**src/rtl/mem_check_pkg.sv**
```systemverilog
// Shared types and default sweep geometry for the Memoria32 read-back checker.
// Latency: n/a (types and constants only).
// Backpressure: n/a.
// Contents: FSM state enum, 32-bit word type, default BASE/LIMIT/STRIDE/RD_LAT/ERR_W,
//           and the expected-pattern helper used by the comparator.
package mem_check_pkg;

    typedef enum logic [1:0] {
        IDLE  = 2'd0,
        RUN   = 2'd1,
        DRAIN = 2'd2,
        DONE  = 2'd3
    } state_t;

    typedef logic [31:0] word_t;

    localparam word_t DEF_BASE   = 32'd0;
    localparam word_t DEF_LIMIT  = 32'd64;
    localparam word_t DEF_STRIDE = 32'd4;
    localparam int    DEF_RD_LAT = 1;
    localparam int    DEF_ERR_W  = 16;

    // Pattern the writer laid down: each word holds its own byte address plus an offset.
    function automatic word_t exp_word(input word_t addr, input word_t offset);
        return addr + offset;
    endfunction

endpackage

```
**src/rtl/mem_addr_pipe.sv**
```systemverilog
// Delay line of {valid, address} that lines issued read addresses up with returning data.
// Latency: DEPTH cycles from i_vld/i_addr to o_vld/o_addr.
// Backpressure: none; shifts every cycle.
// Ports: clk, nrst (async active-low); i_vld/i_addr push side; o_vld/o_addr aligned output;
//        o_pend = a valid entry is still behind the output stage.
module mem_addr_pipe
    import mem_check_pkg::*;
#(
    parameter int DEPTH = 1
) (
    input  logic  clk,
    input  logic  nrst,
    input  logic  i_vld,
    input  word_t i_addr,
    output logic  o_vld,
    output word_t o_addr,
    output logic  o_pend
);

    logic [DEPTH-1:0] r_vld;
    word_t            r_addr [DEPTH];

    always_ff @(posedge clk or negedge nrst) begin
        if (!nrst) begin
            r_vld <= '0;
            for (int i = 0; i < DEPTH; i++) begin
                r_addr[i] <= '0;
            end
        end else begin
            r_vld[0]  <= i_vld;
            r_addr[0] <= i_addr;
            for (int i = 1; i < DEPTH; i++) begin
                r_vld[i]  <= r_vld[i-1];
                r_addr[i] <= r_addr[i-1];
            end
        end
    end

    assign o_vld  = r_vld[DEPTH-1];
    assign o_addr = r_addr[DEPTH-1];

    // Only the stages ahead of the output matter: the output entry is consumed this cycle.
    always_comb begin
        o_pend = 1'b0;
        for (int i = 0; i < DEPTH - 1; i++) begin
            o_pend = o_pend | r_vld[i];
        end
    end

endmodule

```
**src/rtl/mem_readback_checker32.sv**
```systemverilog
// Sweeps [BASE, LIMIT) on the Memoria32 read port, one word per cycle, and checks data = addr + EXP_OFFSET.
// Latency: start to done = N + RD_LAT + 1 cycles, counting the start cycle (N = words swept).
// Backpressure: none; a read is issued every RUN cycle, start is ignored while busy.
// Ports: clk, nrst (async active-low), start pulse; rdaddress -> Memoria32 raddress, q <- Dataout;
//        busy (RUN/DRAIN), done (held), pass, err_count (saturating), first_err_addr.
module mem_readback_checker32
    import mem_check_pkg::*;
#(
    parameter word_t BASE       = DEF_BASE,
    parameter word_t LIMIT      = DEF_LIMIT,
    parameter word_t STRIDE     = DEF_STRIDE,
    parameter word_t EXP_OFFSET = 32'd0,
    parameter int    RD_LAT     = DEF_RD_LAT,
    parameter int    ERR_W      = DEF_ERR_W
) (
    input  logic             clk,
    input  logic             nrst,
    input  logic             start,
    output logic [31:0]      rdaddress,
    input  logic [31:0]      q,
    output logic             busy,
    output logic             done,
    output logic             pass,
    output logic [ERR_W-1:0] err_count,
    output logic [31:0]      first_err_addr
);

    state_t           r_state;
    state_t           w_state_nxt;
    word_t            r_addr;
    logic [ERR_W-1:0] r_err;
    word_t            r_first;

    word_t            w_next_addr;
    logic             w_last;
    logic             w_start_ok;
    logic             w_cmp_vld;
    word_t            w_cmp_addr;
    logic             w_pend;
    logic             w_mismatch;

    // Compare on the incremented address so the sweep never wraps past 2^32.
    assign w_next_addr = r_addr + STRIDE;
    assign w_last      = !(w_next_addr < LIMIT);
    assign w_start_ok  = start && ((r_state == IDLE) || (r_state == DONE));

    mem_addr_pipe #(
        .DEPTH (RD_LAT)
    ) u_addr_pipe (
        .clk    (clk),
        .nrst   (nrst),
        .i_vld  (r_state == RUN),
        .i_addr (r_addr),
        .o_vld  (w_cmp_vld),
        .o_addr (w_cmp_addr),
        .o_pend (w_pend)
    );

    assign w_mismatch = w_cmp_vld && (q != exp_word(w_cmp_addr, EXP_OFFSET));

    always_comb begin
        w_state_nxt = r_state;
        case (r_state)
            IDLE:    if (w_start_ok) w_state_nxt = RUN;
            RUN:     if (w_last)     w_state_nxt = DRAIN;
            // Leave on the edge that performs the final compare.
            DRAIN:   if (!w_pend)    w_state_nxt = DONE;
            DONE:    if (w_start_ok) w_state_nxt = RUN;
            default:                 w_state_nxt = IDLE;
        endcase
    end

    always_ff @(posedge clk or negedge nrst) begin
        if (!nrst) begin
            r_state <= IDLE;
            r_addr  <= '0;
            r_err   <= '0;
            r_first <= '0;
        end else begin
            r_state <= w_state_nxt;

            if (w_start_ok) begin
                r_addr <= BASE;
            end else if ((r_state == RUN) && !w_last) begin
                r_addr <= w_next_addr;
            end

            // The pipe is empty in IDLE/DONE, so a start never coincides with a mismatch.
            if (w_start_ok) begin
                r_err   <= '0;
                r_first <= '0;
            end else if (w_mismatch) begin
                if (r_err != {ERR_W{1'b1}}) begin
                    r_err <= r_err + ERR_W'(1);
                end
                // A zero count marks the first failure; saturation never returns it to zero.
                if (r_err == '0) begin
                    r_first <= w_cmp_addr;
                end
            end
        end
    end

    assign rdaddress      = r_addr;
    assign busy           = (r_state == RUN) || (r_state == DRAIN);
    assign done           = (r_state == DONE);
    assign pass           = (r_state == DONE) && (r_err == '0);
    assign err_count      = r_err;
    assign first_err_addr = r_first;

endmodule

```
**config.mk**
```make
export PLATFORM = sky130hd
export DESIGN_NAME = mem_readback_checker32
export DESIGN_NICKNAME = d
export VERILOG_FILES = /design/src/rtl/mem_check_pkg.sv /design/src/rtl/mem_addr_pipe.sv /design/src/rtl/mem_readback_checker32.sv
export SDC_FILE = /design/constraint.sdc
export NUM_CORES = 1
export LEC_CHECK = 0
export BUFFER_PORTS_ARGS = -buffer_cell sky130_fd_sc_hd__buf_2
export CORE_MARGIN = 10
export CORE_UTILIZATION = 39
export DETAILED_ROUTE_END_ITERATION = 10
export HOLD_SLACK_MARGIN = 0.08
export PLACE_DENSITY = 0.59
export RECOVER_POWER = 25
export SLEW_MARGIN = 20
export SYNTH_ARGS = -nofsm -noshare
export SYNTH_HDL_FRONTEND = slang
export SYNTH_HIERARCHICAL = 1
export SYNTH_SLANG_ARGS = --single-unit
```
**constraint.sdc**
```tcl
create_clock -name clk -period 4.05 [get_ports clk]
set_input_delay 0.405 -clock clk [delete_from_list [all_inputs] [get_ports clk]]
set_output_delay 0.405 -clock clk [all_outputs]
set_load 0.005 [all_outputs]
```
==> results by group <==
Logic synthesis
  – FF+latch count, synth: 113
  – Post-synth EDFFs: 0
  – Avg Cell Area, Syn: 11.1 µm²
  – Post-Syn Instances: 479
  – Register area share after synthesis: 53.1%
  – Ys async rst share: 100%
  – Main synth FF type: dfrtp_1
  – Yosys warns: 6
  – Synthesized area: 0.00532 mm²
  – Distinct cells, synth: 53

Clock tree
  – CTS H-tree depth: 4
  – Setup repair bufs after CTS: 0
  – CTS Root Cell: clkbuf_16
  – Post-CTS Hold Fix Bufs: 0
  – Worst skew pair latency: 420 ps
  – Reg clk slew, reported paths: 50 ps
  – Cts repair resizes: 0
  – TritonCTS Sinks: 113
  – Max clock buf depth: 2
  – TritonCTS clock tree: yes
  – Cts bufs inserted: 17

Timing
  – Worst-Margin Slew: 1710 ps
  – Max Slew Vio Count: 68
  – Minimum clock period: 3230 ps
  – Final TNS setup: 0 ps
  – Max transition margin: -13.7%
  – Final worst-path cycle share: 79.8%
  – Final setup viols: 0
  – Fmax: 310 MHz
  – Final hold violations: 0
  – RSZ-0062 raised after global routing: false
  – Final Skew: 11.8 ps

Hold path
  – Hold crit path type: in2async

Flow run
  – Max-Cap Viols: 1

Finish
  – Most frequent cells in the layout: buf_2 (114), dfrtp_1 (113), nor2_1 (48), mux2i_1 (35), xor2_1 (32)
  – Fin area: 0.00661 mm²
  – Net count, final: 643
  – Antenna Cells: 0
  – Area grow syn2layout: 24.1%
  – Share of cells above drive strength 1: 27.1%
  – Fin util: 49.7%
  – Final Non-Filler Cells: 789
  – Fillers: 1216
  – Leading cell type in the layout, fill and taps excluded: buf_2

Worst setup path
  – Startpoint Class: register
  – Slowest CP cell: nor4_4
  – CP max stage delay: 700 ps
  – CP Class: reg2reg
  – Critical Path RT: 4350 ps
  – Worst-path maximum fanout: 26
  – Worst Setup End Kind: register
  – Critical path arrival: 3530 ps
  – CP cell instances: ha_1 > nand3_1 > or4_4 > nor4b_2 > o22ai_1 > nor4_4 > a21oi_4 > and2_1

Routing
  – Routed Antenna Nets: 0
  – DR vias: 4068
  – DRC: 0
  – Vias per std cell: 5.16
  – Met3 Wirelength: 869 µm
  – Final wirelength: 15100 µm
  – Met1 wire length: 6710 µm
  – DR WL met2: 7230 µm
  – Initial DRC Count: 394
  – Avg WL per Cell: 19.1 µm
  – Top Layer Used: met4
  – DR pass1 iterations: 5

Floorplanning
  – Starting Density: 40.0%
  – Die width: 137 µm
  – Core area: 0.0133 mm²
  – Die ar.: 0.0187 mm²
  – Row count: 42
  – Die extent in y: 137 µm
  – Top Ports: 118

Status
  – Status: finished, violations left
  – Failing checks: max-capacitance violations, max-slew violations

GRT
  – Largest net degree at the start of global routing: 68
  – Global route overflow: 0
  – Global-route wire length before repair: 23500 µm
  – Initial antenna violation count: 0
  – Vias in the first global route: 4204
  – GRT Total Usage: 16.3%

Placement
  – Final HPWL DP: 11000 µm
  – Dpl cells: 758
  – GP Congestion: 0.866
  – Post-DP Area: 0.00606 mm²
  – Port bufs: 115

Pwr
  – Seq pwr share: 37.5%
  – Pint: 0.00235 W
  – Pleak: 3.33 nW
  – Worst vdd ir: 0.238 mV
  – Sw power: 0.000997 W
  – Tot Pwr: 0.00335 W
  – Comb power frac: 21.2%
  – Power Density: 507 mW/mm²
  – Switching part of the total power: 29.8%
  – Clock Power Share: 41.2%
==> worst max-delay path: cells and delay by family (launching register included) <==
family	cells	cell delay (ps)
flip-flops	1	440
adder cells (fa/ha/maj)	1	280
AND/OR/NAND/NOR	5	1960
AO/OA/AOI/OAI	2	440
==> synthesized netlist by cell type, types with 3 or more instances <==
cell type | instances | area [µm²]
xor2_1 | 32 | 280
buf_1 | 4 | 15.0
mux2i_1 | 35 | 350
a31o_2 | 3 | 26.3
ha_1 | 7 | 87.6
and3_1 | 4 | 25.0
or3_1 | 8 | 50.1
buf_4 | 3 | 22.5
a21oi_1 | 11 | 55.1
and2_1 | 30 | 188
nor4_1 | 16 | 100
xnor2_1 | 15 | 131
clkbuf_1 | 10 | 37.5
nand3_1 | 12 | 60.1
nor3_1 | 7 | 35.0
inv_1 | 13 | 48.8
nand2_1 | 22 | 82.6
nor2_1 | 48 | 180
o21ai_0 | 9 | 45.0
dfrtp_1 | 113 | 2830
o22ai_1 | 4 | 25.0
nand4_1 | 15 | 93.8
and4_1 | 8 | 70.1
a211oi_1 | 7 | 52.6
buf_6 | 4 | 45.0
==> layer usage <==
metal | vias up | GRT usage, %
li1 | 1941 | -
met1 | 1987 | 21.1
met2 | 117 | 25.4
met3 | 23 | 4.14
met4 | 0 | 6.79
met5 | - | 0
==> worst paths after layout <==
check                        startpoint               endpoint  slack (ps)  cells after the start
setup / recovery           rdaddress[2]          rdaddress[10]         820                      8
hold / removal                     nrst             r_state[0]         420                      1
setup reg to reg           rdaddress[2]          rdaddress[10]         820                      8
hold reg to reg            rdaddress[3]  u_addr_pipe/o_addr[3]         490                      0
max in group asynchronous          nrst     first_err_addr[18]        2420                      2
min in group clk                  start             r_state[1]         420                      4
==> area by class of cell <==
type	count	area (µm²)	area share, %
sequential	113	2830	42.8
multi-input combinational	335	2340	35.5
timing repair buffer	121	617	9.34
clock buffer	25	495	7.50
tap	176	220	3.33
clock inverter	6	55.1	0.833
inverter	13	48.8	0.739
==> cells by family after synthesis <==
kind of cell | count (synthesis) | synth area share [%]
simple gates | 186 | 19.8
flops | 113 | 53.1
compound gates | 54 | 7.55
xor+xnor | 47 | 7.74
mux | 36 | 6.80
buf+inv | 34 | 3.17
fa+ha+maj | 7 | 1.65
other cells | 2 | 0.141
==> per-stage QoR <==
| stage | setup WS, ps | hold slack [ps] |
|---|---|---|
| floorplan | 1500 | 109 |
| CTS | 839 | 124 |
| global route | 626 | 462 |
| detailed placement | 857 | 481 |
| finish | 819 | 417 |
| global placement | 1010 | 460 |
==> power groups by stage <==
| stage | combinational, W | clock [W] | sequential (W) |
|---|---|---|---|
| floorplan | 0.000511 | 0 | 0.00126 |
| global placement | 0.000709 | 0 | 0.00127 |
| detailed placement | 0.000718 | 0 | 0.00127 |
| CTS | 0.000723 | 0.00141 | 0.00125 |
| global route | 0.000783 | 0.00147 | 0.00126 |
| finish | 0.000711 | 0.00138 | 0.00126 |
==> sequential cells by signal, summed over array words and instances (netlist names) <==
signal,flops
u_addr_pipe/o_addr,32
u_addr_pipe/o_vld,1
first_err_addr,32
err_count,16
rdaddress,30
r_state,2
No activity file was read; power rests on OpenSTA's default activity.
